`src/rtl/em_sched.sv`:
```
// Edge-memory scheduler: fills the edge memory from the channel, then runs a fixed-length decode.
// Optional macro EM_SCHED_HOLD_CNT_EN adds a saturating HOLD_CNT output counting held decode cycles.
module em_sched #(
  parameter int N       = 8,
  parameter int LOGN    = 3,
  parameter int DEC_CYC = 256
) (
  input  logic            CLK,
  input  logic            RESET,
  input  logic            START,
  input  logic            ABORT,
  input  logic            HOLD,
  input  logic            LLR_BIT,
  input  logic            VN_BIT,
  input  logic [LOGN-1:0] RAND,
  input  logic            EM_OUT,
  output logic            EM_EN,
  output logic            EM_IN,
  output logic [N-1:0]    EM_SEL,
  output logic            EDGE_OUT,
  output logic            BUSY,
  output logic            DONE,
  output logic [15:0]     CYC_CNT,
`ifdef EM_SCHED_HOLD_CNT_EN
  output logic [15:0]     HOLD_CNT,
`endif
  output logic [1:0]      state_dbg
);

  typedef enum logic [1:0] {
    S_IDLE   = 2'd0,
    S_FILL   = 2'd1,
    S_DECODE = 2'd2,
    S_FINISH = 2'd3
  } state_t;

  localparam logic [15:0] FILL_LAST = 16'(N - 1);
  localparam logic [15:0] DEC_LAST  = 16'(DEC_CYC - 1);
  localparam logic [LOGN:0] N_W     = (LOGN + 1)'(N);

  state_t        state, next_state;
  logic   [15:0] next_cnt;
  logic [LOGN:0] rand_ext, sel_idx;

  assign state_dbg = state;

  // Next state, counter and the zero-latency edge-memory controls.
  always_comb begin
    next_state = state;
    next_cnt   = CYC_CNT;
    EM_EN      = 1'b0;
    EM_IN      = 1'b0;
    EDGE_OUT   = 1'b0;
    case (state)
      S_IDLE: begin
        if (START) begin
          next_state = S_FILL;
          next_cnt   = 16'd0;
        end
      end
      S_FILL: begin
        EM_EN    = 1'b1;
        EM_IN    = LLR_BIT;
        EDGE_OUT = LLR_BIT;
        if (CYC_CNT == FILL_LAST) begin
          next_state = S_DECODE;
          next_cnt   = 16'd0;
        end else begin
          next_cnt = CYC_CNT + 16'd1;
        end
      end
      S_DECODE: begin
        EM_EN    = ~HOLD;
        EM_IN    = VN_BIT;
        EDGE_OUT = HOLD ? EM_OUT : VN_BIT;
        // A held cycle still consumes decode time; the count stops at its last value.
        if (CYC_CNT == DEC_LAST) begin
          next_state = S_FINISH;
        end else begin
          next_cnt = CYC_CNT + 16'd1;
        end
      end
      S_FINISH: begin
        next_state = S_IDLE;
      end
      default: begin
        next_state = S_IDLE;
      end
    endcase
    if (ABORT) begin
      next_state = S_IDLE;
      next_cnt   = 16'd0;
    end
  end

  // RAND can exceed N-1 when N is not a power of two; fold it back once.
  assign rand_ext = {1'b0, RAND};
  assign sel_idx  = (rand_ext >= N_W) ? (rand_ext - N_W) : rand_ext;

  always_comb begin
    EM_SEL = '0;
    for (int i = 0; i < N; i++) begin
      EM_SEL[i] = (sel_idx == (LOGN + 1)'(i));
    end
  end

  always_ff @(posedge CLK or negedge RESET) begin
    if (!RESET) begin
      state   <= S_IDLE;
      CYC_CNT <= 16'd0;
      BUSY    <= 1'b0;
      DONE    <= 1'b0;
    end else begin
      state   <= next_state;
      CYC_CNT <= next_cnt;
      BUSY    <= (next_state == S_FILL) || (next_state == S_DECODE);
      DONE    <= (next_state == S_FINISH);
    end
  end

`ifdef EM_SCHED_HOLD_CNT_EN
  always_ff @(posedge CLK or negedge RESET) begin
    if (!RESET) begin
      HOLD_CNT <= 16'd0;
    end else if (state == S_FILL && next_state == S_DECODE) begin
      HOLD_CNT <= 16'd0;
    end else if (state == S_DECODE && HOLD && HOLD_CNT != 16'hFFFF) begin
      HOLD_CNT <= HOLD_CNT + 16'd1;
    end
  end
`endif

endmodule
```
`config.mk`:
```
export PLATFORM = sky130hd
export DESIGN_NAME = em_sched
export DESIGN_NICKNAME = d
export VERILOG_FILES = /design/src/rtl/em_sched.sv
export SDC_FILE = /design/constraint.sdc
export NUM_CORES = 1
export LEC_CHECK = 0
export ABC_CLOCK_PERIOD_IN_PS = 2900
export BUFFER_PORTS_ARGS = -buffer_cell sky130_fd_sc_hd__buf_4
export CORE_MARGIN = 3
export CORE_UTILIZATION = 57
export CTS_BUF_LIST = sky130_fd_sc_hd__clkbuf_4 sky130_fd_sc_hd__clkbuf_8
export DETAILED_ROUTE_END_ITERATION = 8
export PLACE_DENSITY = 0.95
export SETUP_SLACK_MARGIN = 0.05
export SLEW_MARGIN = 20
export SYNTH_ARGS = -nofsm -noshare
export SYNTH_HDL_FRONTEND = slang
export SYNTH_SLANG_ARGS = --single-unit
```
`constraint.sdc`:
```
create_clock -name CLK -period 2.9 [get_ports CLK]
set_clock_uncertainty 0.15 [all_clocks]
set_input_delay 0.58 -clock CLK [delete_from_list [all_inputs] [get_ports CLK]]
set_output_delay 0.58 -clock CLK [all_outputs]
set_load 0.03 [all_outputs]
```
# After elaboration in Yosys (flattened, before gate mapping)
# Index checks and enable logic that the tools add are counted.
[totals]
output_inout_bits = 31
register_bits = 20
input_bits = 11
elab_cells = 45
[classes]
eq_ne = 17
muxes = 15
n_reduce_logical = 5
bitwise_logic = 1
add_sub_neg = 2
n_lt_le_gt_ge = 1
[ops]
columns = ["operator", "n"]
rows = [
  ["16-bit 2-to-1 mux", 4],
  ["16-bit one-hot mux with 3 select lines", 1],
  ["16-bit by 1-bit adder with 16-bit output, second input constant", 1],
  ["16-bit by 3-bit equality test with 1-bit output, second input constant", 1],
  ["16-bit by 8-bit equality test with 1-bit output, second input constant", 1],
  ["4-bit by 3-bit equality test with 1-bit output, second input constant", 4],
  ["2-bit equality test, second input constant", 4],
  ["4-bit by 2-bit equality test with 1-bit output, second input constant", 2],
  ["2-bit 2-to-1 mux", 4],
  ["2-bit one-hot mux with 4 select lines", 1],
  ["3-bit != test, second input constant", 2],
  ["1-bit one-hot mux with 2 select lines", 3],
  ["2-bit by 1-bit equality test with 1-bit output, second input constant", 2],
  ["4-bit by 1-bit equality test with 1-bit output, second input constant", 1],
  ["3-bit by 4-bit >= comparator with 1-bit output, second input constant", 1],
  ["4-bit logical NOT", 1],
  ["4-bit 2-to-1 mux", 1],
  ["4-bit nonzero test", 1],
  ["3-bit by 4-bit subtractor with 4-bit output, second input constant", 1],
  ["3-bit AND reduction", 1],
  ["2-bit logical NOT", 1],
  ["1-bit logical OR", 1],
  ["1-bit 2-to-1 mux", 1],
  ["1-bit NOT", 1],
]

# Logic depth before layout (Yosys ltp)
# Gate-level depths: netlist (run 1).
[depth]
depth_word = 6
mapped_depth = 9
depth_no_buf = 7

# Worst setup path after synthesis (run 1)
# No wires, ideal clock.
[synth_timing]
kind = "reg2out"
start = "register state[1], in the netlist state_dbg[1]"
end = "output port EDGE_OUT"
t_required_ps = 2170
path_buffers = 0
arrival_time_ps = 1697
setup_slack_ps = 473
path_stages_with_launch = 4
path_cell_list = "dfrtp_1 > inv_1 > ha_1 > a21boi_0"
[synth_via]
elab_chain_len = 2
word_cells_on_any_way = 3
classes_between = "eq/ne: 2; mux: 1"
[synth_lines]
columns = ["element", "line_no", "text"]
rows = [
  ["start, declared", "41", "state_t state, next_state;"],
  ["start signal, assigned", "114", "state <= next_state;"],
  ["2-bit equality test or 2-bit by 1-bit equality test with 1-bit output (tied branches)", "54", "case (state)"],
  ["1-bit one-hot mux with 2 select lines (*)", "54", ""],
  ["end, declared", "20", "output logic EDGE_OUT,"],
]
# Every way passes the cells marked *; elsewhere a longest branch is shown, timed or not.

# Final worst setup path (run 1)
[layout_timing]
start = "register state[0], in the netlist state_dbg[0]"
end = "output port EM_EN"
[layout_via]
elab_chain_len = 2
word_cells_on_any_way = 3
classes_between = "eq/ne: 2; mux: 1"
[layout_lines]
columns = ["element", "line_no", "text"]
rows = [
  ["2-bit equality test or 2-bit by 1-bit equality test with 1-bit output (tied branches)", "54", ""],
  ["1-bit one-hot mux with 2 select lines (*)", "54", ""],
  ["end, declared", "17", "output logic EM_EN,"],
]
# Marked as above.

==> flow_metrics.env, run 1 <==
export IMPL_drv_cap=0
export IMPL_drc=0
export IMPL_synthTopCellsByCount="20 x dfrtp_1, 16 x nand2_1, 13 x a21oi_1"
export IMPL_wirelength_um=3530
export IMPL_first_pass_iters=4
export IMPL_r2r_start="state_dbg[0]$_DFF_PN0_"
export IMPL_io_buffers=41
export IMPL_met3_usage_pct=5.61
export IMPL_tns_ns=0
export IMPL_cts_hold_buf=1
export IMPL_maxSlewHeadroom_pct=68.8
export IMPL_async_flop_share_pct=100
export IMPL_synth_edff_count=0
export IMPL_drt_initial_drc_count=60
export IMPL_netlist_instances=156
export IMPL_hp_class="in -> reg"
export IMPL_gp_congestion=0.851
export IMPL_p_leak_nw=0.804
export IMPL_critPathArrivalTime_ns=1.63
export IMPL_cp_data_required_time_ns=2.17
export IMPL_critical_path_max_fanout=9
export IMPL_ys_ff_latch=20
export IMPL_tightest_slew_ns=0.467
export IMPL_crit_chain="inv_1, ha_1, nor2b_1, o21a_1, buf_4"
export IMPL_syn_nets=172
export IMPL_yosys_area_top_type="dfrtp_1"
export IMPL_yosysSeqAreaShare_pct=35.9
export IMPL_grtUsageMet2_pct=39.0
export IMPL_finalWorstPathRequiredPeriod_ns=2.36
export IMPL_diodes=0
export IMPL_dr_total_vias=1409
export IMPL_fp_row_count=17
export IMPL_start_kind="flip-flop"
export IMPL_status="finished, final reports clean"
export IMPL_max_stage_delay_ns=0.43
export IMPL_post_cts_buffers=0
export IMPL_die_area_um2=3080
export IMPL_nFillCells=149
export IMPL_avgSynthCellArea_um2=8.94
export IMPL_ant_nets=0
export IMPL_area_growth_syn_to_layout_pct=25.6
export IMPL_critPathTopFamily="flip-flops"
export IMPL_cp_num_buf_inv=2
export IMPL_min_from="ABORT"
export IMPL_finalPower_mw=0.589
export IMPL_dp_hpwl_um=2550
export IMPL_critPathCaptureType="output pin"
export IMPL_grt_pass1_wl_um=5890
export IMPL_startpoint="state_dbg[0]$_DFF_PN0_"
export IMPL_routed_via_density=6.23
export IMPL_wl_per_cell_um=15.6
export IMPL_grt_busiest_layer="met2"
export IMPL_grt_max_degree=21
export IMPL_overflow=0
export IMPL_crit_type="reg -> out"
export IMPL_cts_htree_levels=1
export IMPL_ys_flop_type="dfrtp_1"
export IMPL_cts_sinks=20
export IMPL_yosysUniqueCellTypes=40
export IMPL_die_w_um=55.5
export IMPL_gr_usage_met1_pct=28.4
export IMPL_ioPinCount=42
export IMPL_irDropWorstVdd_mv=0.337
export IMPL_fin_crit_sh_pct=81.2
export IMPL_rsz0062_at_grt="false"
export IMPL_die_y_um=55.5
export IMPL_grt_pass1_vias=1322
export IMPL_initial_utilization_pct=61.3
export IMPL_synth_top_area_share_pct=35.9
export IMPL_drive_gt1_share_pct=27.8
export IMPL_clk_pin_slew_ns=0.12
export IMPL_critPathSlowestCell="dfrtp_1"
export IMPL_worstSkewPairLatency_ns=0.31
export IMPL_cts_buffer_depth=2
export IMPL_nets=216
export IMPL_core_region_area_um2=2280
export IMPL_setup_viol=0
export IMPL_powerDensity_nw_per_um2=336
export IMPL_synth_area_um2=1400
export IMPL_grt_total_usage_pct=23.3
export IMPL_hold_viol=0
export IMPL_fmax_ghz=0.424
export IMPL_cts_buffers=3
export IMPL_yosysWarnings=0
export IMPL_cts_tree="yes"
export IMPL_grt_antenna_before_repair=0
export IMPL_synthTopCellsByArea="dfrtp_1 36%, a21oi_1 4.7%, ha_1 4.5%, nand2_1 4.3%, o21ai_0 3.6%"
export IMPL_drv_slew=0
export IMPL_cts_root_buf="clkbuf_4"
export IMPL_cts_resized=0
export IMPL_yosysMostFrequentCell="dfrtp_1"
[state kept, by name, summed over array words and instances, names as in the netlist]
signal and count:
DONE 1, state_dbg 2, CYC_CNT 16, BUSY 1
[per-layer routing]
layer | wire length [um] | part of all wire (%) | up-vias
met5 | 0 | 0 | -
met3 | 296 | 8.4 | 13
met1 | 1440 | 41 | 651
met2 | 1700 | 48 | 75
met4 | 88 | 2.5 | 0
li1 | - | - | 670
[kinds of logic after synthesis]
| family | Yosys count | synth area share [%] |
|---|---|---|
| compound gates | 34 | 14.6 |
| fa+ha+maj | 5 | 4.48 |
| buf+inv | 7 | 2.42 |
| mux | 1 | 0.807 |
| simple gates | 86 | 39.9 |
| flops | 20 | 35.9 |
| xor+xnor | 3 | 1.88 |
[metrics by stage]
step                util (%)  area (um^2)  setup slack [ns]  hold slack, ns  std cells
floorplan                  -         1400             0.473           0.134        156
global placement        75.5         1720             0.686           0.319        222
detailed placement      75.5         1720             0.553           0.328        222
CTS                     77.0         1750             0.554           0.364        226
global route            77.0         1750             0.418           0.362        226
finish                  77.0         1750             0.544           0.371        226
[cell type report]
class | instances | area, um^2 | share of cell area (%)
multi-input cells | 129 | 861 | 49.1
flip-flops and latches | 20 | 500 | 28.6
repair buffers | 42 | 318 | 18.1
well taps | 28 | 35.0 | 2.00
clock buffers | 3 | 22.5 | 1.29
inverters | 4 | 15.0 | 0.857
[power by group]
| part | internal [mW] | leakage [nW] | switching [mW] |
|---|---|---|---|
| clock | 0.0485 | 0.0138 | 0.0870 |
| sequential | 0.284 | 0.277 | 0.00499 |
| combinational | 0.0576 | 0.512 | 0.106 |
| total | 0.391 | 0.804 | 0.198 |
[worst paths after layout]
check	slack [ns]	to	depth (start not counted)
worst max register to register	0.54	CYC_CNT[6]$_DFFE_PN0P_	7
min in group asynchronous	0.52	CYC_CNT[12]$_DFFE_PN0P_	2
worst min register to register	0.46	CYC_CNT[0]$_DFFE_PN0P_	2
worst min-delay path	0.37	CYC_CNT[0]$_DFFE_PN0P_	2
max in group asynchronous	1.86	DONE$_DFF_PN0_	2
worst max-delay path	0.54	EM_EN	5
[placed cells by master (no fill, tap or decap), types with 3 or more instances in the layout]
cell type,netlist,layout
nor3b_1,4,4
a21oi_1,13,13
buf_4,2,41
nor3_1,6,6
ha_1,5,5
or4_1,4,4
xor2_1,3,3
and4_1,4,4
nand3_1,9,9
clkbuf_4,0,3
inv_1,4,4
dfrtp_1,20,20
nand2_1,16,16
nand4_1,7,7
nor2_1,7,7
o21ai_0,10,10
and2_1,7,7
nor2b_1,3,3
or3_1,4,4
Power figures use the tool's default switching activity.
==> run 2: changes to the inputs <==
--- a/config.mk
+++ b/config.mk
@@ -5,13 +5,13 @@
 export SDC_FILE = /design/constraint.sdc
 export NUM_CORES = 1
 export LEC_CHECK = 0
-export ABC_CLOCK_PERIOD_IN_PS = 2900
+export ABC_CLOCK_PERIOD_IN_PS = 2300
 export BUFFER_PORTS_ARGS = -buffer_cell sky130_fd_sc_hd__buf_4
 export CORE_MARGIN = 3
-export CORE_UTILIZATION = 57
+export CORE_UTILIZATION = 53
 export CTS_BUF_LIST = sky130_fd_sc_hd__clkbuf_4 sky130_fd_sc_hd__clkbuf_8
 export DETAILED_ROUTE_END_ITERATION = 8
-export PLACE_DENSITY = 0.95
+export PLACE_DENSITY = 0.9
 export SETUP_SLACK_MARGIN = 0.05
 export SLEW_MARGIN = 20
 export SYNTH_ARGS = -nofsm -noshare
==> constraint.sdc (replaced) <==
create_clock -name CLK -period 2.3 [get_ports CLK]
set_clock_uncertainty 0.15 [all_clocks]
set_input_delay 0.46 -clock CLK [delete_from_list [all_inputs] [get_ports CLK]]
set_output_delay 0.46 -clock CLK [all_outputs]
set_load 0.03 [all_outputs]
==> flow_metrics.env, run 2 (synthesized netlist as in run 1, its figures left out) <==
export IMPL_cp_data_required_time_ns=2.35
export IMPL_grt_pass1_wl_um=6240
export IMPL_overflow=0
export IMPL_drc=0
export IMPL_cts_buffer_depth=2
export IMPL_drv_slew=0
export IMPL_grt_max_degree=21
export IMPL_max_stage_delay_ns=0.47
export IMPL_dpl_instance_area_um2=1730
export IMPL_grt_pass1_vias=1383
export IMPL_grt_antenna_before_repair=0
export IMPL_nFillCells=155
export IMPL_cp_num_buf_inv=0
export IMPL_tightest_slew_ns=0.500
export IMPL_cts_tree="yes"
export IMPL_start_kind="flip-flop"
export IMPL_diodes=0
export IMPL_rsz0062_at_grt="false"
export IMPL_final_common_cell="buf_4"
export IMPL_drive_gt1_share_pct=34.6
export IMPL_finalWorstPathRequiredPeriod_ns=2.23
export IMPL_initial_utilization_pct=59.1
export IMPL_worstSkewPairLatency_ns=0.31
export IMPL_cts_htree_levels=1
export IMPL_hold_viol=0
export IMPL_fp_row_count=17
export IMPL_hp_class="in -> reg"
export IMPL_critical_path_max_fanout=6
export IMPL_wl_per_cell_um=18.3
export IMPL_cts_sinks=20
export IMPL_p_leak_nw=0.841
export IMPL_final_cell_area_um2=1870
export IMPL_die_area_um2=3280
export IMPL_wirelength_um=4250
export IMPL_regMostFlops="CYC_CNT"
export IMPL_cts_root_buf="clkbuf_4"
export IMPL_largest_reg_flops=16
export IMPL_drt_initial_drc_count=95
export IMPL_area_growth_syn_to_layout_pct=33.8
export IMPL_drv_cap=0
export IMPL_irDropWorstVdd_mv=0.400
export IMPL_critPathCaptureType="flip-flop"
export IMPL_io_buffers=41
export IMPL_setup_viol=0
export IMPL_routed_via_density=6.40
export IMPL_clk_pin_slew_ns=0.12
export IMPL_dp_hpwl_um=2740
export IMPL_status="finished, final reports clean"
export IMPL_critPathSlowestCell="dfrtp_1"
export IMPL_layout_common_cells="47 x buf_4, 20 x dfrtp_1, 16 x nand2_1, 13 x a21oi_1, 10 x o21ai_0"
export IMPL_die_w_um=57.3
export IMPL_fin_crit_sh_pct=96.9
export IMPL_crit_chain="ha_2, nor4bb_4, nand4_1, a21oi_1, o211a_1, ha_1"
export IMPL_powerDensity_nw_per_um2=442
export IMPL_dr_total_vias=1491
export IMPL_critPathTopFamily="simple AND/OR/NAND/NOR gates"
export IMPL_grt_total_usage_pct=24.1
export IMPL_die_y_um=57.3
export IMPL_fmax_ghz=0.449
export IMPL_nets=222
export IMPL_gp_congestion=0.863
export IMPL_crit_type="reg -> reg"
export IMPL_ioPinCount=42
export IMPL_critPathArrivalTime_ns=2.28
export IMPL_maxSlewHeadroom_pct=66.4
export IMPL_first_pass_iters=5
export IMPL_core_region_area_um2=2360
export IMPL_cts_buffers=3
export IMPL_post_route_util_pct=79.1
export IMPL_ant_nets=0
## run 2: timing repair
action | CTS | global route
hold buffers | 1 | 0
resized for setup | 2 | 10
endpoints found under the hold margin | 20 | 0
pin swaps | 0 | 1
endpoints found under the setup margin | 4 | 21
cloned | 0 | 0
buffers inserted | 0 | 4
## run 2: layout make-up
class	count	area [um^2]	share of cell area (%)
clock buffer	4	36.3	1.94
inverter	4	15.0	0.804
multi-input combinational	129	917	49.1
sequential	20	500	26.8
tap	28	35.0	1.88
timing repair buffer	48	363	19.4
## run 2: report_power, final
group / leakage, nW / internal [mW] / switching, mW
clock network: 0.0210 / 0.0966 / 0.115
logic: 0.543 / 0.0969 / 0.153
registers: 0.277 / 0.359 / 0.00479
## run 2: stage by stage
step | setup slack, ns | power, mW | std cells | hold WS (ns) | TNS, ns
detailed placement | 0.0633 | 0.579 | 224 | 0.203 | 0
floorplan | -0.00670 | 0.503 | 156 | 0.0144 | -0.0134
global route | 0.0243 | 0.849 | 233 | 0.253 | 0
finish | 0.0705 | 0.824 | 233 | 0.257 | 0
global placement | 0.174 | 0.573 | 224 | 0.202 | 0
CTS | 0.0647 | 0.790 | 229 | 0.244 | 0
## run 2: path summary, 6_finish.rpt
path	endpoint	slack, ns	startpoint	depth (start not counted)
worst max-delay path	BUSY$_DFF_PN0_	0.07	CYC_CNT[1]$_DFFE_PN0P_	6
worst min-delay path	CYC_CNT[14]$_DFFE_PN0P_	0.26	ABORT	2
worst max register to register	BUSY$_DFF_PN0_	0.07	CYC_CNT[1]$_DFFE_PN0P_	6
worst min register to register	CYC_CNT[15]$_DFFE_PN0P_	0.49	CYC_CNT[15]$_DFFE_PN0P_	2
max in group asynchronous	CYC_CNT[3]$_DFFE_PN0P_	1.38	RESET	2
min in group asynchronous	CYC_CNT[11]$_DFFE_PN0P_	0.40	RESET	2
## run 2: layer usage
metal	GRT usage [%]	wire length, um	vias up
met1	27.5	1640	681
met3	5.88	384	18
met4	11.9	174	0
li1	-	-	684
met2	41.8	2060	108
met5	0	0	-
==> run 3: changes to the inputs <==
--- a/config.mk
+++ b/config.mk
@@ -11,6 +11,7 @@
 export CORE_UTILIZATION = 53
 export CTS_BUF_LIST = sky130_fd_sc_hd__clkbuf_4 sky130_fd_sc_hd__clkbuf_8
 export DETAILED_ROUTE_END_ITERATION = 8
+export GPL_TIMING_DRIVEN = 0
 export PLACE_DENSITY = 0.9
 export SETUP_SLACK_MARGIN = 0.05
 export SLEW_MARGIN = 20
==> flow_metrics.env, run 3 (synthesized netlist as in run 1, its figures left out) <==
export IMPL_cts_buffer_depth=2
export IMPL_core_region_area_um2=2360
export IMPL_dp_hpwl_um=2640
export IMPL_io_buffers=41
export IMPL_rsz0062_at_grt="false"
export IMPL_dp_cells=225
export IMPL_ant_nets=0
export IMPL_fmax_ghz=0.459
export IMPL_critPathCaptureType="output pin"
export IMPL_nFillCells=163
export IMPL_largest_reg_flops=16
export IMPL_whs_endpoint="state_dbg[1]$_DFF_PN0_"
export IMPL_rr_endpoint="CYC_CNT[7]$_DFFE_PN0P_"
export IMPL_p_leak_nw=0.827
export IMPL_grt_pass1_vias=1269
export IMPL_critical_path_max_fanout=9
export IMPL_gp_congestion=0.826
export IMPL_finalPower_mw=0.803
export IMPL_setup_viol=0
export IMPL_die_y_um=57.3
export IMPL_grt_max_degree=21
export IMPL_area_growth_syn_to_layout_pct=32.4
export IMPL_maxSlewHeadroom_pct=67.1
export IMPL_clk_pin_slew_ns=0.11
export IMPL_overflow=0
export IMPL_fin_crit_sh_pct=94.8
export IMPL_cts_root_buf="clkbuf_4"
export IMPL_hp_class="in -> reg"
export IMPL_whs_path_depth=3
export IMPL_dr_total_vias=1417
export IMPL_cts_tree="yes"
export IMPL_routed_via_density=6.13
export IMPL_drv_slew=0
export IMPL_status="finished, final reports clean"
export IMPL_drc=0
export IMPL_dpl_instance_area_um2=1740
export IMPL_ioPinCount=42
export IMPL_drv_cap=0
export IMPL_regMostFlops="CYC_CNT"
export IMPL_grt_total_usage_pct=22.3
export IMPL_final_common_cell="buf_4"
export IMPL_grt_antenna_before_repair=0
export IMPL_hold_viol=0
export IMPL_cts_htree_levels=1
export IMPL_cts_buffers=3
export IMPL_stdcell_count=231
export IMPL_first_pass_iters=4
export IMPL_cp_data_required_time_ns=1.69
export IMPL_wirelength_um=3620
export IMPL_nets=220
export IMPL_finalWorstPathRequiredPeriod_ns=2.18
export IMPL_wl_per_cell_um=15.7
export IMPL_crit_type="reg -> out"
export IMPL_cts_sinks=20
export IMPL_fp_row_count=17
export IMPL_r2r_start="state_dbg[0]$_DFF_PN0_"
export IMPL_start_kind="flip-flop"
export IMPL_layout_common_cells="43 x buf_4, 18 x dfrtp_1, 16 x nand2_1, 13 x a21oi_1, 10 x o21ai_0"
export IMPL_die_area_um2=3280
export IMPL_r2r_slack_ns=0.14
export IMPL_final_cell_area_um2=1850
export IMPL_tns_ns=0
export IMPL_tightest_slew_ns=0.493
export IMPL_irDropWorstVdd_mv=0.478
export IMPL_grt_pass1_wl_um=5830
export IMPL_powerDensity_nw_per_um2=435
export IMPL_drt_initial_drc_count=84
export IMPL_diodes=0
export IMPL_initial_utilization_pct=59.1
export IMPL_ff2ff_path_depth=7
export IMPL_critPathArrivalTime_ns=1.57
export IMPL_min_from="START"
export IMPL_die_w_um=57.3
export IMPL_drive_gt1_share_pct=35.0
export IMPL_worstSkewPairLatency_ns=0.30
run 3: final cells by class:
| type | count | area [um^2] | area share (%) |
|---|---|---|---|
| multi-input combinational | 129 | 910 | 49.3 |
| sequential | 20 | 503 | 27.2 |
| timing repair buffer | 43 | 325 | 17.6 |
| clock buffer | 4 | 36.3 | 1.96 |
| tap | 28 | 35.0 | 1.90 |
| buffer | 3 | 22.5 | 1.22 |
| inverter | 4 | 15.0 | 0.813 |
run 3: through the flow:
stage,util (%),hold slack [ns],setup slack (ns)
4_1_cts,75.8,0.394,0.0557
3_3_place_gp,73.6,0.198,0.171
6_report,78.2,0.398,0.120
2_1_floorplan,-,0.0144,-0.00670
3_5_place_dp,73.6,0.208,0.0446
5_1_grt,78.2,0.415,0.0102
run 3: metal layers:
metal | up-vias | wire (um) | track usage [%]
li1 | 679 | - | -
met1 | 665 | 1430 | 27.1
met2 | 65 | 1840 | 39.5
met3 | 8 | 307 | 7.01
met4 | 0 | 43 | 3.31
met5 | - | 0 | 0
run 3: worst max-delay path: stages (launching register included):
cell and delay, ns:
dfrtp_2 0.41, inv_2 0.05, ha_1 0.21, buf_6 0.14, nor2b_1 0.12, o21a_1 0.16, buf_4 0.16
run 3: worst max path at each step:
stage | startpoint | to | slack (ns) | cells after the start
after global placement | CYC_CNT[0]$_DFFE_PN0P_ | BUSY$_DFF_PN0_ | 0.17 | 6
after floorplan | state_dbg[1]$_DFF_PN0_ | EDGE_OUT | -0.007 | 3
after detailed placement | CYC_CNT[0]$_DFFE_PN0P_ | BUSY$_DFF_PN0_ | 0.04 | 6
final | state_dbg[0]$_DFF_PN0_ | EM_EN | 0.12 | 6
after CTS | state_dbg[0]$_DFF_PN0_ | EM_EN | 0.06 | 6
after global routing | state_dbg[0]$_DFF_PN0_ | EM_EN | 0.01 | 6
run 3: repair_timing:
action	in CTS	in global routing
hold endpoints to repair	20	0
endpoints found under the setup margin	2	20
gates cloned	0	0
hold buffers	1	0
gates resized for setup	1	15
setup buffers	0	1
run 3: report_power, final:
part	switching (mW)	internal, mW	leakage, nW
Clock	0.106	0.0966	0.0210
Combinational	0.146	0.0891	0.532
Sequential	0.00658	0.359	0.274
